### config.mk
export PLATFORM = sky130hd
export DESIGN_NAME = out_iface
export DESIGN_NICKNAME = d
export VERILOG_FILES = /design/src/rtl/out_iface_pkg.sv /design/src/rtl/nib_shreg.sv /design/src/rtl/out_iface.sv
export SDC_FILE = /design/constraint.sdc
export NUM_CORES = 1
export LEC_CHECK = 0
export BUFFER_PORTS_ARGS = -buffer_cell sky130_fd_sc_hd__buf_2
export CAP_MARGIN = 20
export CORE_UTILIZATION = 47
export CTS_CLUSTER_DIAMETER = 30
export DETAILED_ROUTE_END_ITERATION = 10
export GPL_TIMING_DRIVEN = 1
export PLACE_DENSITY = 0.73
export SETUP_SLACK_MARGIN = 0.4
export SLEW_MARGIN = 20
export SYNTH_ARGS = -nofsm -noshare
export SYNTH_HDL_FRONTEND = slang
export SYNTH_SLANG_ARGS = --single-unit
### constraint.sdc
create_clock -name clk -period 1.87 [get_ports clk]
set_input_delay 0.2805 -clock clk [delete_from_list [all_inputs] [get_ports clk]]
set_output_delay 0.2805 -clock clk [all_outputs]
set_load 0.01 [all_outputs]
### src/rtl/out_iface_pkg.sv
// Shared types and constants for the CPU result read-out interface.
package out_iface_pkg;

   // Frame sequencing states.
   typedef enum logic [1:0] {
      IDLE = 2'd0,
      SEND = 2'd1,
      DONE = 2'd2
   } oi_state_t;

   // Bit positions of the flags inside the status nibble {1'b0, Z, N, V}.
   localparam int OI_Z_BIT = 2;
   localparam int OI_N_BIT = 1;
   localparam int OI_V_BIT = 0;

   // Builds the status nibble sent as the final nibble of every frame.
   function automatic logic [3:0] oi_status_nib(input logic z, input logic n, input logic v);
      logic [3:0] s;
      s           = 4'h0;
      s[OI_Z_BIT] = z;
      s[OI_N_BIT] = n;
      s[OI_V_BIT] = v;
      return s;
   endfunction

endpackage

### src/rtl/nib_shreg.sv
// Shadow register: parallel load of {word, status}, shift left by one nibble,
// top nibble always visible.
module nib_shreg #(
   parameter int W = 16
) (
   input  logic           clk,
   input  logic           reset_n,
   input  logic           load,
   input  logic           shift,
   input  logic [W+3:0]   d,
   output logic [3:0]     top
);

   logic [W+3:0] q;

   // Load wins over shift; the two never coincide in normal operation.
   always_ff @(posedge clk or negedge reset_n) begin
      if (!reset_n) begin
         q <= '0;
      end else if (load) begin
         q <= d;
      end else if (shift) begin
         q <= {q[W-1:0], 4'h0};
      end
   end

   assign top = q[W+3:W];

endmodule

### src/rtl/out_iface.sv
// Output-side interface of the lab CPU board. On start it captures the
// result word and Z/N/V flags, then streams them MSB nibble first, followed
// by the status nibble, over a valid/ready handshake.
//
// Handshake: a nibble transfers on a rising edge where tx_valid and tx_ready
// are both 1. Once tx_valid rises, tx_valid, tx_data and tx_last stay
// constant until that transfer; tx_ready is ignored while tx_valid is 0.
// Every output is decoded from registers only, so no output depends on
// tx_ready or start within the same cycle.
module out_iface
   import out_iface_pkg::*;
#(
   parameter int W = 16
) (
   input  logic          clk,
   input  logic          reset_n,
   input  logic          start,
   input  logic [W-1:0]  out,
   input  logic          Z,
   input  logic          N,
   input  logic          V,
   output logic          tx_valid,
   input  logic          tx_ready,
   output logic [3:0]    tx_data,
   output logic          tx_last,
   output logic          busy,
   output logic          done,
   output logic [1:0]    dbg_state
);

   localparam int NIB = W / 4;
   localparam int IW  = $clog2(NIB + 1);
   localparam logic [IW-1:0] LAST_IDX = IW'(NIB);

   oi_state_t     state;
   oi_state_t     state_nxt;
   logic [IW-1:0] idx;
   logic [3:0]    top_nib;
   logic          load;
   logic          xfer;
   logic          shift;

   // In SEND tx_valid is always 1, so a transfer is simply SEND with ready.
   assign load  = (state == IDLE) && start;
   assign xfer  = (state == SEND) && tx_ready;
   assign shift = xfer && (idx != LAST_IDX);

   nib_shreg #(.W(W)) u_shreg (
      .clk     (clk),
      .reset_n (reset_n),
      .load    (load),
      .shift   (shift),
      .d       ({out, oi_status_nib(Z, N, V)}),
      .top     (top_nib)
   );

   // State register.
   always_ff @(posedge clk or negedge reset_n) begin
      if (!reset_n) begin
         state <= IDLE;
      end else begin
         state <= state_nxt;
      end
   end

   // Next-state logic; start is only looked at in IDLE.
   always_comb begin
      state_nxt = state;
      case (state)
         IDLE:    if (start) state_nxt = SEND;
         SEND:    if (xfer && (idx == LAST_IDX)) state_nxt = DONE;
         DONE:    state_nxt = IDLE;
         default: state_nxt = IDLE;
      endcase
   end

   // Nibble index: cleared on capture, advances with each non-final transfer,
   // so it stops at NIB and never wraps.
   always_ff @(posedge clk or negedge reset_n) begin
      if (!reset_n) begin
         idx <= '0;
      end else if (load) begin
         idx <= '0;
      end else if (shift) begin
         idx <= idx + IW'(1);
      end
   end

   // Output decode from the registered state, index and shadow register.
   always_comb begin
      tx_valid = 1'b0;
      tx_data  = 4'h0;
      tx_last  = 1'b0;
      busy     = 1'b0;
      done     = 1'b0;
      case (state)
         SEND: begin
            tx_valid = 1'b1;
            tx_data  = top_nib;
            tx_last  = (idx == LAST_IDX);
            busy     = 1'b1;
         end
         DONE: begin
            busy = 1'b1;
            done = 1'b1;
         end
         default: begin
            tx_valid = 1'b0;
         end
      endcase
   end

   assign dbg_state = state;

endmodule

# [Word-level counts from Yosys, hierarchy flattened]
# Cells that the tools add are included.
[totals] output_inout_bits=10 word_cells=30 reg_bits=25
[classes] n_mux=12 addsub=1 n_eq_ne=6 n_reduce_logical=8
[ops] cell="$mux 20" n=2
[ops] cell="$mux 3" n=2
[ops] cell="$logic_and 1x1->1" n=4
[ops] cell="$mux 1" n=4
[ops] cell="$mux 2" n=2
[ops] cell="$mux 4" n=1
[ops] cell="$pmux 2 s2" n=1
[ops] cell="$add 3x1->3 const B" n=1
[ops] cell="$eq 3x3->1 const B" n=1
[ops] cell="$ne 3x3->1 const B" n=1
[ops] cell="$eq 2x1->1 const B" n=1
[ops] cell="$eq 2x2->1 const B" n=1
[ops] cell="$logic_not 2->1" n=1
[ops] cell="$ne 2x1->1 const B" n=1
[ops] cell="$ne 2x2->1 const B" n=1
[ops] cell="$reduce_and 2->1" n=1
[ops] cell="$reduce_bool 2->1" n=1
[ops] cell="$reduce_or 2->1" n=1

# [Logic depth before layout (Yosys ltp)]
[logic_depth] depth_word=5 ltp_mapped=7 mapped_depth_nobuf=5

# [Cells and area by module]
# Synthesis repeated with hierarchy kept, for this count alone.
[hier_totals] cells_unflattened=131 hier_area_um2=1337.5
[by_module_without_submodules] mod="nib_shreg" n_inst=1 area_per_inst_um2=952.2 cells_each=90 seq_area_each_um2=500.5
[by_module_without_submodules] mod="out_iface" n_inst=1 area_per_inst_um2=385.4 cells_each=41 seq_area_each_um2=125.1

# [Least setup slack after synthesis]
# OpenSTA, ideal clock, no wires.
[synth_timing] path_type="register to register" startpoint="register state[1] (netlist: dbg_state[1])" endpoint="register u_shreg.q[15]" path_buffers=1 path_slack_ps=126 path_stages_with_launch=7 arrival_ps=1617 cell_sequence="dfrtp_1 -> inv_1 -> ha_1 -> nand2_4 -> a2bb2oi_2 -> buf_6 -> a221o_1"
[synth_between] elab_chain_cells=4 elab_cells_between_ends=7 classes_between="eq/ne (1); mux (1); reduce/logical (5)"
[synth_lines] element="from (decl)" line_no="out_iface.sv:35" source="oi_state_t state;"
[synth_lines] element="from (signal assigned)" line_no="out_iface.sv:62" source="state <= state_nxt;"
[synth_lines] element="$eq 2x1->1" line_no="out_iface.sv:45" source="assign xfer = (state == SEND) && tx_ready;"
[synth_lines] element="$logic_and 1x1->1" line_no="out_iface.sv:45"
[synth_lines] element="$logic_and 1x1->1" line_no="out_iface.sv:46" source="assign shift = xfer && (idx != LAST_IDX);"
[synth_lines] element="$reduce_bool 2->1 (no source line)"
[synth_lines] element="to (signal assigned)" line_no="nib_shreg.sv:23" source="q <= {q[W-1:0], 4'h0};"
[synth_lines] element="to (decl)" line_no="nib_shreg.sv:14" source="logic [W+3:0] q;"
# Parallel ways exist; a longest one is shown, timed or not.
# A chain may end at the register's enable or synchronous reset.

# [Worst setup path after layout]
[layout_timing] startpoint="register state[1] (netlist: dbg_state[1])" endpoint="register u_shreg.q[6]"
# Same word-level chain as after synthesis.

==> impl_results.md <==
- Yosys warns: 0
- Fin nets: 182
- Cell Int Power: 1.785 mW
- Die ar.: 2823 µm²
- Die extent in y: 53.13 µm
- Count of non-filler cells in the finished layout: 181
- Cells along the critical path: inv_2 > ha_4 > buf_8 > nand2_8 > a2bb2oi_4 > a221o_1
- CP startpoint: dbg_state[1]$_DFFE_PN0P_
- Worst min path class: in -> reg
- Final Setup Violations: 0
- HPWL after DPL: 1701 µm
- Pwr dens: 1600 nW/µm²
- Worst skew pair latency: 0.31 ns
- Ys async rst share: 100.0%
- Multiplexer area fraction after synthesis: 1.833%
- ANT cells: 0
- Primary FF master, synth: dfrtp_1
- Kind of critical path: reg -> reg
- DR vias/cell: 5.945
- EDFF count, synth: 0
- Slew HR: 62.81%
- CTS tree: yes
- Worst Path Required: 2.07 ns
- Largest net degree at the start of global routing: 25
- Synth Cell Area: 1229 µm²
- Synth Area in Simple Gates: 16.90%
- Post-synthesis sequential area ratio: 48.88%
- Logic pwr share: 59.9%
- Maximum root-to-sink buffer count: 2
- Wirelength, routed: 3429 µm
- Crit path time final: 1.608 ns
- Final period utilization: 86.00%
- Synthesized net count: 130
- Core Region: 2477 µm²
- GRT Total Usage: 25.11%
- Number of instances in the placed design: 156
- Worst Skew: 0.01368 ns
- Gpl congestion: 0.7933
- Switching share of power: 37.89%
- Die W: 53.13 µm
- Vias in the first global route: 1036
- Antenna-violating nets left: 0
- Mapped Cells: 100
- Max Cap Violations: 0
- Clk pwr share: 8.0%
- Static Leak: 0.8846 nW
- First-pass iteration count of the detailed router: 4
- RSZ-0062 raised after global routing: true
- Avg WL per Cell: 18.94 µm
- Slowest CP cell: dfrtp_1
- Post-Synth XOR/XNOR Area: 0%
- Slew Viols, Final: 0
- Clk root buf: clkbuf_4
- Post-layout util: 72.53%
- Starting Density: 49.60%
- Endpoints failing hold: 0
- HP Start: Z
- PortBufs: 32
- Detailed-route DRC error count: 0
- Fin Setup TNS: 0 ns
- Synthesized flop and latch total: 24
- First-pass GRT wire length: 4926 µm
- Worst path arrival time: 1.81 ns
- Cell row count: 18
- Worst vdd ir: 1.138 mV
- Sw Pwr: 1.089 mW
- Initial antenna violation count: 0
- Distinct cells, synth: 25
- Setup crit end kind: flop
- CTS buffer count: 3
- Fmax: 621.8 MHz
- DRC marker count from the first detailed-route iteration: 25
- Adder-Cell Fraction of Synth Area: 7.128%
- Area Overhead vs Synth: 46.23%
- H-tree depth: 1
- Max incr delay on CP: 0.41 ns
- Status: completed
- CP top delay family: compound AO/OA/AOI/OAI gates
- GRT Residual Overflow: 0
- R2r startpoint: dbg_state[1]$_DFFE_PN0P_
- Clock transition at path regs: 0.13 ns
- Least-Margin Pin Slew: 0.5579 ns
- Vias: 1076
- I/O pin cnt: 33
- Ratio of cells with drive above 1 in the final layout: 55.63%
- Worst Path Max Fanout: 8
- Worst setup SP type: flop
- Largest family of logic cells by synthesized area: compound AO/OA/AOI/OAI gates
- Clk sink count: 24
- Complex-gate fraction of the synthesized area: 19.14%
- Sequential share of power: 32.1%
- Post-synthesis area per instance: 12.29 µm²
- Crit path buf inv count: 2
## registers in the layout (all words and copies together), names as in the netlist
name	cells
dbg_state	2
idx	3
u_shreg.q	19
## layout by cell type, fill, tap and decap left out, drive strengths merged
cell type | synthesis | routed
nand3 | 2 | 2
nor3b | 1 | 1
ha | 7 | 7
inv | 6 | 6
nor2b | 1 | 1
nand2 | 1 | 1
a21oi | 2 | 2
clkbuf | 2 | 4
nor3 | 2 | 2
dfrtp | 24 | 24
or3 | 1 | 1
o21ai | 1 | 1
a22o | 5 | 5
and2 | 6 | 6
a221o | 14 | 14
a221oi | 1 | 1
buf | 4 | 49
mux2 | 2 | 2
dlygate4sd3 | 0 | 1
and3 | 15 | 15
nor4 | 1 | 1
a2bb2oi | 1 | 4
a31oi | 1 | 1
## cell families after synthesis
group                      count (synthesis)
muxes                                      2
and+or+nand+nor                           30
adders and majority gates                  7
DFF                                       24
AOI/OAI and AO/OA                         25
buffers and inverters                     12
## power groups by stage
stage	clock network, mW	logic (mW)	registers, mW
after global placement	0	0.993	0.911
after global routing	0.264	1.85	0.943
after detailed placement	0	1.03	0.922
after floorplan	0	0.851	0.892
after CTS	0.241	1.47	0.905
final	0.229	1.72	0.923
## area by class of cell
class | instances | area, µm²
Clock buffer | 4 | 26.28
Fill cell | 177 | 680.7
Inverter | 6 | 22.52
Multi-Input combinational cell | 67 | 744.5
Sequential cell | 24 | 601.8
Tap cell | 30 | 37.54
Timing Repair Buffer | 50 | 364.1
## worst paths after layout
check / endpoint / slack (ns) / cells after the start
setup / recovery: u_shreg.q[6]$_DFFE_PN0P_ / 0.26 / 6
hold / removal: u_shreg.q[2]$_DFFE_PN0P_ / 0.19 / 2
max in group asynchronous: dbg_state[0]$_DFFE_PN0P_ / 1.00 / 2
hold reg to reg: u_shreg.q[0]$_DFFE_PN0P_ / 0.52 / 1
min in group asynchronous: u_shreg.q[15]$_DFFE_PN0P_ / 0.47 / 2
setup reg to reg: u_shreg.q[6]$_DFFE_PN0P_ / 0.26 / 6
## synth_stat cells, types with 2 or more instances
cell	n	share of area, %
and2_2	5	3.1
buf_6	4	3.7
mux2_2	2	1.8
ha_1	7	7.1
a221o_1	14	11
clkbuf_1	2	0.61
inv_1	6	1.8
dfrtp_1	24	49
a21oi_1	2	0.81
a22o_2	5	4.1
nand3_1	2	0.81
and3_1	14	7.1
## per-layer routing
layer,part of all wire (%),up-vias,GRT usage [%],wire length (µm)
met5,0,-,0,0
met4,3.2,0,12.28,109
met3,4.3,12,4.023,147
met2,51,40,40.51,1764
met1,41,531,32.42,1407
li1,-,493,-,-
## per-stage QoR
stage               setup slack, ns  total power, mW  instance area (µm²)  hold slack, ns
CTS                          0.2859            2.612                 1705          0.1807
finish                       0.2618            2.874                 1797          0.1910
detailed placement         0.008201            1.953                 1404          0.3000
floorplan                    0.3228            1.743                 1259        -0.01509
global route                 0.2164            3.056                 1797          0.1742
global placement            0.06641            1.904                 1404          0.2949
## what timing repair did
action	in CTS	in global routing
pin swaps	6	7
hold endpoints to repair	24	0
gates cloned	3	0
setup endpoints to repair	29	31
buffers inserted	12	5
resized for setup	21	11
hold buffers	1	0
No activity file was read; power rests on OpenSTA's default activity.
